## src/rtl/axi_pkg.sv

```systemverilog
// Shared AXI4 definitions: response/burst encodings, bus widths and the
// burst-master FSM state encoding used by the master and slave wrappers.
package axi_pkg;

    localparam int AXI_ID_W   = 4;
    localparam int AXI_ADDR_W = 32;
    localparam int AXI_DATA_W = 32;
    localparam int AXI_LEN_W  = 4;

    localparam logic [1:0] RESP_OKAY   = 2'b00;
    localparam logic [1:0] RESP_EXOKAY = 2'b01;
    localparam logic [1:0] RESP_SLVERR = 2'b10;
    localparam logic [1:0] RESP_DECERR = 2'b11;

    localparam logic [1:0] BURST_FIXED = 2'b00;
    localparam logic [1:0] BURST_INCR  = 2'b01;
    localparam logic [1:0] BURST_WRAP  = 2'b10;

    typedef enum logic [2:0] {
        MST_IDLE  = 3'd0,
        MST_RADDR = 3'd1,
        MST_RDATA = 3'd2,
        MST_WADDR = 3'd3,
        MST_WDATA = 3'd4,
        MST_WRESP = 3'd5
    } mst_state_e;

endpackage

```

## src/rtl/axi_burst_master.sv

```systemverilog
// Single-outstanding AXI4 initiator: one core command becomes one INCR read
// or write burst; done/err report completion one cycle after the last beat.
module axi_burst_master
    import axi_pkg::*;
#(
    parameter int ID_W   = AXI_ID_W,
    parameter int ADDR_W = AXI_ADDR_W,
    parameter int DATA_W = AXI_DATA_W,
    parameter int LEN_W  = AXI_LEN_W,
    parameter int MST_ID = 0
) (
    input  logic                ACLK,
    input  logic                ARESETn,
    input  logic                req_valid,
    output logic                req_ready,
    input  logic                req_write,
    input  logic [ADDR_W-1:0]   req_addr,
    input  logic [LEN_W-1:0]    req_len,
    input  logic [DATA_W-1:0]   wd_data,
    input  logic [DATA_W/8-1:0] wd_strb,
    input  logic                wd_valid,
    output logic                wd_ready,
    output logic [DATA_W-1:0]   rd_data,
    output logic                rd_valid,
    output logic                rd_last,
    output logic                done,
    output logic                err,
    output logic [ID_W-1:0]     M_AWID,
    output logic [ADDR_W-1:0]   M_AWADDR,
    output logic [LEN_W-1:0]    M_AWLEN,
    output logic [2:0]          M_AWSIZE,
    output logic [1:0]          M_AWBURST,
    output logic                M_AWVALID,
    input  logic                M_AWREADY,
    output logic [DATA_W-1:0]   M_WDATA,
    output logic [DATA_W/8-1:0] M_WSTRB,
    output logic                M_WLAST,
    output logic                M_WVALID,
    input  logic                M_WREADY,
    input  logic [ID_W-1:0]     M_BID,
    input  logic [1:0]          M_BRESP,
    input  logic                M_BVALID,
    output logic                M_BREADY,
    output logic [ID_W-1:0]     M_ARID,
    output logic [ADDR_W-1:0]   M_ARADDR,
    output logic [LEN_W-1:0]    M_ARLEN,
    output logic [2:0]          M_ARSIZE,
    output logic [1:0]          M_ARBURST,
    output logic                M_ARVALID,
    input  logic                M_ARREADY,
    input  logic [ID_W-1:0]     M_RID,
    input  logic [DATA_W-1:0]   M_RDATA,
    input  logic [1:0]          M_RRESP,
    input  logic                M_RLAST,
    input  logic                M_RVALID,
    output logic                M_RREADY
);

    localparam logic [2:0] S_IDLE  = MST_IDLE;
    localparam logic [2:0] S_RADDR = MST_RADDR;
    localparam logic [2:0] S_RDATA = MST_RDATA;
    localparam logic [2:0] S_WADDR = MST_WADDR;
    localparam logic [2:0] S_WDATA = MST_WDATA;
    localparam logic [2:0] S_WRESP = MST_WRESP;

    localparam logic [ID_W-1:0] MST_ID_C = ID_W'(MST_ID);
    localparam logic [2:0]      AXSIZE_C = 3'($clog2(DATA_W / 8));

    logic [2:0]        state_r;
    logic [ADDR_W-1:0] addr_r;
    logic [LEN_W-1:0]  len_r;
    logic [LEN_W-1:0]  cnt_r;
    logic              err_acc_r;
    logic              done_r;
    logic              err_r;

    logic last_cnt_s;
    logic r_beat_s;
    logic w_beat_s;
    logic r_err_s;
    logic b_err_s;

    assign last_cnt_s = (cnt_r == len_r);
    assign r_beat_s   = (state_r == S_RDATA) && M_RVALID;
    assign w_beat_s   = (state_r == S_WDATA) && wd_valid && M_WREADY;
    // RLAST must coincide exactly with the beat the counter expects to be last
    assign r_err_s    = (M_RRESP != RESP_OKAY) || (M_RLAST != last_cnt_s) || (M_RID != MST_ID_C);
    assign b_err_s    = (M_BRESP != RESP_OKAY) || (M_BID != MST_ID_C);

    // Burst sequencing FSM, beat counter, error accumulator and completion pulse
    always_ff @(posedge ACLK) begin
        if (!ARESETn) begin
            state_r   <= S_IDLE;
            addr_r    <= {ADDR_W{1'b0}};
            len_r     <= {LEN_W{1'b0}};
            cnt_r     <= {LEN_W{1'b0}};
            err_acc_r <= 1'b0;
            done_r    <= 1'b0;
            err_r     <= 1'b0;
        end else begin
            done_r <= 1'b0;
            err_r  <= 1'b0;
            case (state_r)
                S_IDLE: begin
                    if (req_valid) begin
                        addr_r    <= req_addr;
                        len_r     <= req_len;
                        cnt_r     <= {LEN_W{1'b0}};
                        err_acc_r <= 1'b0;
                        state_r   <= req_write ? S_WADDR : S_RADDR;
                    end
                end
                S_RADDR: begin
                    if (M_ARREADY) begin
                        state_r <= S_RDATA;
                    end
                end
                S_RDATA: begin
                    if (r_beat_s) begin
                        if (last_cnt_s) begin
                            state_r   <= S_IDLE;
                            done_r    <= 1'b1;
                            err_r     <= err_acc_r | r_err_s;
                            err_acc_r <= 1'b0;
                        end else begin
                            cnt_r     <= cnt_r + LEN_W'(1);
                            err_acc_r <= err_acc_r | r_err_s;
                        end
                    end
                end
                S_WADDR: begin
                    if (M_AWREADY) begin
                        state_r <= S_WDATA;
                    end
                end
                S_WDATA: begin
                    if (w_beat_s) begin
                        if (last_cnt_s) begin
                            state_r <= S_WRESP;
                        end else begin
                            cnt_r <= cnt_r + LEN_W'(1);
                        end
                    end
                end
                S_WRESP: begin
                    if (M_BVALID) begin
                        state_r   <= S_IDLE;
                        done_r    <= 1'b1;
                        err_r     <= err_acc_r | b_err_s;
                        err_acc_r <= 1'b0;
                    end
                end
                default: begin
                    state_r <= S_IDLE;
                end
            endcase
        end
    end

    assign req_ready = (state_r == S_IDLE);
    assign done      = done_r;
    assign err       = err_r;

    assign M_ARID    = MST_ID_C;
    assign M_ARADDR  = addr_r;
    assign M_ARLEN   = len_r;
    assign M_ARSIZE  = AXSIZE_C;
    assign M_ARBURST = BURST_INCR;
    assign M_ARVALID = (state_r == S_RADDR);
    assign M_RREADY  = (state_r == S_RDATA);

    assign rd_data   = M_RDATA;
    assign rd_valid  = r_beat_s;
    assign rd_last   = r_beat_s && last_cnt_s;

    assign M_AWID    = MST_ID_C;
    assign M_AWADDR  = addr_r;
    assign M_AWLEN   = len_r;
    assign M_AWSIZE  = AXSIZE_C;
    assign M_AWBURST = BURST_INCR;
    assign M_AWVALID = (state_r == S_WADDR);

    assign M_WDATA   = wd_data;
    assign M_WSTRB   = wd_strb;
    assign M_WVALID  = (state_r == S_WDATA) && wd_valid;
    assign M_WLAST   = (state_r == S_WDATA) && last_cnt_s;
    assign wd_ready  = w_beat_s;
    assign M_BREADY  = (state_r == S_WRESP);

endmodule

```

## config.mk

```make
export PLATFORM = sky130hd
export DESIGN_NAME = axi_burst_master
export DESIGN_NICKNAME = d
export VERILOG_FILES = /design/src/rtl/axi_pkg.sv /design/src/rtl/axi_burst_master.sv
export SDC_FILE = /design/constraint.sdc
export NUM_CORES = 1
export LEC_CHECK = 0
export CORE_AREA = 2 2 114 116
export DETAILED_ROUTE_END_ITERATION = 12
export DIE_AREA = 0 0 116 118
export PLACE_DENSITY = 0.74
export SYNTH_ARGS = -nofsm -noshare
export SYNTH_HDL_FRONTEND = slang
export SYNTH_SLANG_ARGS = --single-unit
export TNS_END_PERCENT = 10
```

## constraint.sdc

```tcl
create_clock -name ACLK -period 4.43 [get_ports ACLK]
set_clock_uncertainty 0.15 [all_clocks]
set_input_delay 0.443 -clock ACLK [delete_from_list [all_inputs] [get_ports ACLK]]
set_output_delay 0.443 -clock ACLK [all_outputs]
set_load 0.05 [all_outputs]
```

**Word level (Yosys, flattened, before mapping)**

Cells that the tools add are included.
Widths: inputs -> output; s select.

- Add/sub/neg operators: 1
- Equal/unequal tests: 15
- Multiplexer cells: 28
- Bitwise operators: 2
- Reduce and logical (&&, ||, !) cells: 19

Operators by type and width:

| cell | count |
|---|---|
| $mux 3 | 8 |
| $pmux 3 s6 | 1 |
| $mux 4 | 4 |
| $pmux 4 s3 | 1 |
| $mux 1 | 10 |
| $ne 2x1->1 const B | 4 |
| $ne 2x2->1 const B | 4 |
| $reduce_and 4->1 | 2 |
| $reduce_and 8->1 | 1 |
| $reduce_bool 4->1 | 2 |
| $eq 3x2->1 const B | 2 |
| $eq 3x3->1 const B | 2 |
| $reduce_bool 3->1 | 2 |
| $logic_and 1x1->1 | 5 |
| $add 4x1->4 const B | 1 |
| $eq 4x4->1 | 1 |
| $pmux 1 s2 | 2 |
| $reduce_bool 2->1 | 2 |
| $eq 3x1->1 const B | 1 |
| $logic_not 3->1 | 1 |
| $logic_or 1x1->1 | 3 |
| $pmux 1 s3 | 1 |
| $mux 2 | 1 |
| $or 1x1->1 | 2 |
| other kinds (2) | 2 |

- Bits in registers: 46
- Bits of input ports: 127
- Output and inout port bits: 170
- Word-level logic and storage cells: 72

**Depth between registers and ports, before layout**

- Depth after elaboration: 8
- Gate-level depth with buffers: 7
- Depth with buffers taken out: 5

**Worst setup path after synthesis**

No wires, ideal clock.

- Kind: register -> register
- From: register state_r[2]
- To: register len_r[0] (netlist: M_ARLEN[0])
- Library setup time: 0.132 ns
- Arrival time: 2.471 ns
- Required time: 4.148 ns
- Slack: 1.676 ns
- Cell stages (with the launch flop): 7
- Cell sequence: dfxtp_1 > buf_2 > nor3_1 > nand2_1 > clkbuf_1 > nand2_1 > a21oi_1

- Longest elaborated chain between the ends: 2

Ends and longest elaborated chain:

| item | RTL line | RTL |
|---|---|---|
| from (decl) | axi_burst_master.sv:69 | `logic [2:0] state_r;` |
| from (signal assigned) | axi_burst_master.sv:110 | `state_r <= req_write ? S_WADDR : S_RADDR;` |
| $logic_not 3->1 | n/a |  |
| via req_ready | axi_burst_master.sv:15 | `output logic req_ready,` |
| $reduce_and 2->1 (no line) | n/a |  |
| to (signal assigned) | axi_burst_master.sv:95 | `len_r <= {LEN_W{1'b0}};` |
| to (signal assigned) | axi_burst_master.sv:107 | `len_r <= req_len;` |
| to (decl) | axi_burst_master.sv:71 | `logic [LEN_W-1:0] len_r;` |

The timed path passes the listed nets, and every way through them passes these cells.
A chain may end at the register's enable or synchronous reset.

**Worst setup path in the final report**

- From: register state_r[0]
- To: output rd_last

- Longest elaborated chain between the ends: 3

Ends and longest elaborated chain:

| item | RTL line | RTL |
|---|---|---|
| $eq 3x2->1 | axi_burst_master.sv:84 | `assign r_beat_s = (state_r == S_RDATA) && M_RVALID;` |
| $logic_and 1x1->1 | axi_burst_master.sv:84 |  |
| $logic_and 1x1->1 | axi_burst_master.sv:174 | `assign rd_last = r_beat_s && last_cnt_s;` |
| to (decl) | axi_burst_master.sv:25 | `output logic rd_last,` |

Every way passes these cells.

==> results.cfg <==
[cells_and_area]
final_nets = 533
area_growth_pct = 30.7
drive_gt1_share_pct = 3.45
multiInputGateArea_um2 = 1030
seq_area_um2 = 921
final_cells = 578
finalCoreUtilization_pct = 30.5
num_antenna_cells = 0
fillers = 1321

[sta]
rsz0062_at_grt = false
drv_slew = 0
setup_tns_ns = 0
worst_slew_margin_rel_pct = 49.5
setup_violations = 0
fmax_ghz = 0.360
min_period_ns = 2.78
fin_crit_sh_pct = 62.7
tightest_slew_ns = 0.758
hold_viol_final = 0
whs_ns = 0.317

[worst_hold_path]
holdPathStages = 2
min_to = M_ARADDR[27]
hp-start = M_ARADDR[27]
min_path_type = reg -> reg

[clocking]
clock_sinks = 46
htreeDepth = 2
post_cts_buffers = 0
cts_made_buffers = 5
cts_resized = 0
cts_tree = built
cts_root_buf = clkbuf_16
clk_pin_slew_ns = 0.07
cts-hold-fix-buffers = 0
clk_path_buf_depth = 2
clk_latency_ns = 0.29

[floorplanning]
fp-row-count = 41
die_h_um = 118
die-area_um2 = 13700
top_level_ports = 297
core-area_um2 = 12400
start_util_pct = 23.3
chipWidth_um = 116

[setup_path]
timing.rr.start = state_r[1]
start_kind = flip-flop
cpPeakStageDelay_ns = 0.79
criticalPathCategory = reg -> out
reg2reg_depth = 4
critical_path_arrival_ns = 2.19
required_ns = 3.84
slowest_stage = clkdlybuf4s50_1
r2r_end = cnt_r[3]
reg2reg_setup_slack_ns = 2.21
cp_max_fo = 15
worstPathCellList = nor2_1 > and3_1 > nand2_1 > inv_1 > clkdlybuf4s50_1
endpoint_kind = primary output

[job]
max_cap_violations = 0

[logic_synthesis]
synthXorXnorAreaFrac_pct = 1.51
synth_mux_area_share_pct = 1.77
ys_ff_latch = 46
synth_top_family_by_area = buffers and inverters
synthAdderAreaFrac_pct = 0.432
postSynthCellCount = 376
ys_types = 40
syn-cell-area_um2 = 2890
syn_avg_cell_area_um2 = 7.70
yosysWarnings = 0
ys_seq_area_share_pct = 31.8
synth-compound-area-share_pct = 10.7
synth-simple-area-share_pct = 18.7

[run_status]
status = complete, no violations

[detailed_routing]
route.vias.total = 2443
drt-initial-drc-count = 110
post_drt_wl_per_cell_um = 14.5
drc_errors = 0
drtAntennaViolNets = 0
vias_per_cell = 4.23
first_pass_iters = 4
wl_um = 8350

[power_and_ir_drop]
power_density_nw_per_um2 = 597
power.leakage_nw = 1.35
p_total_mw = 2.26
vdd_drop_max_uv = 183

[grt]
antenna_found_initial = 0
grt_pass1_vias = 2470
grt_max_degree = 38
grt_pass1_wl_um = 12700
track_usage_pct = 11.9
grt_remaining_overflow = 0

[placed_design]
place_hpwl_um = 6370
gp_routability_congestion = 0.853
port_buffers = 142
place_inst = 570
==> logic make-up (layout without fill, tap and decap cells) <==
logic type | after synthesis | in the layout
fa+ha+maj | 1 | 1
mux | 5 | 5
simple gates | 120 | 120
compound gates | 54 | 54
buf+inv | 143 | 157
xor+xnor | 5 | 5
other cells | 2 | 18
flops | 46 | 46
==> layout make-up <==
class                           count  share of cell area, %
Sequential cell                    46                   24.3
Tap cell                          172                   5.69
Clock buffer                        5                   3.31
Multi-Input combinational cell    203                   27.1
Inverter                            5                  0.496
Timing Repair Buffer              144                   38.0
Clock inverter                      3                   1.06
==> placed cells by master, fill, tap and decap left out, types with 4 or more instances in the layout <==
cell / instances
xnor2_1: 5
clkdlybuf4s50_1: 142
mux2i_1: 4
nor2_1: 7
nand3_1: 6
a21oi_1: 39
clkbuf_16: 5
dfxtp_1: 46
conb_1: 18
nand2_1: 82
inv_1: 4
==> Yosys cell counts (all sizes together) <==
| master | n | area (um2) |
|---|---|---|
| or3 | 1 | 6.26 |
| o32a | 1 | 10.0 |
| o21ai | 2 | 10.0 |
| o32ai | 2 | 17.5 |
| inv | 4 | 15.0 |
| nor4 | 2 | 12.5 |
| or2 | 1 | 6.26 |
| mux2i | 4 | 40.0 |
| nor2 | 7 | 26.3 |
| ha | 1 | 12.5 |
| nand4 | 1 | 6.26 |
| or4 | 3 | 22.5 |
| a211oi | 1 | 7.51 |
| nor3b | 2 | 20.0 |
| nor2b | 1 | 6.26 |
| nand2b | 1 | 6.26 |
| buf | 128 | 952 |
| o2111ai | 2 | 17.5 |
| nand4b | 1 | 8.76 |
| dfxtp | 46 | 921 |
| nor3 | 3 | 15.0 |
| nand2 | 82 | 308 |
| a32oi | 2 | 17.5 |
| conb | 2 | 7.51 |
| and4 | 1 | 11.3 |
| clkinv | 1 | 3.75 |
| and3 | 2 | 12.5 |
| a31oi | 3 | 18.8 |
| nand3 | 6 | 30.0 |
| clkbuf | 10 | 37.5 |
| xnor2 | 5 | 43.8 |
| mux2 | 1 | 11.3 |
| and2 | 4 | 25.0 |
| a21oi | 39 | 195 |
| o211ai | 2 | 15.0 |
| nand3b | 1 | 7.51 |
| or4b | 1 | 10.0 |
==> state kept, by name, summed over array words and instances, names as in the netlist <==
signal and flops:
err 1, err_acc_r 1, M_ARLEN 4, done 1, M_ARADDR 32, cnt_r 4, state_r 3
==> worst max-delay path, delay by kind of cell, from the launching register on <==
family / cells / cell delay, ns
flops: 1 / 0.46
buf+inv: 2 / 0.85
simple gates: 3 / 0.59
==> how the worst max path moves through the flow <==
stage                           from  slack [ns]         end
after floorplan           state_r[2]        1.68  M_ARLEN[0]
after global placement       ARESETn        1.61    cnt_r[3]
after detailed placement     ARESETn        1.49    cnt_r[3]
after CTS                 M_ARLEN[0]        1.64     rd_last
after global routing      state_r[0]        1.51     rd_last
final                     state_r[0]        1.65     rd_last
==> report_power, final <==
group | total [mW] | switching, mW | internal [mW]
Sequential | 0.581 | 0.0917 | 0.489
Clock | 0.428 | 0.163 | 0.264
Combinational | 1.25 | 0.852 | 0.397
Total | 2.26 | 1.11 | 1.15
==> routing by layer <==
metal | routed length (um) | global-route usage [%]
met1 | 3130 | 13.1
met2 | 3900 | 19.3
met3 | 869 | 3.60
met4 | 452 | 8.26
met5 | 0 | 0
==> stage by stage <==
stage / worst slack [ns] / area [um2]
floorplan: 1.68 / 2950
global placement: 1.61 / 3620
detailed placement: 1.49 / 3620
CTS: 1.64 / 3780
global route: 1.51 / 3780
finish: 1.65 / 3780
(Power assumes the default switching activity.)
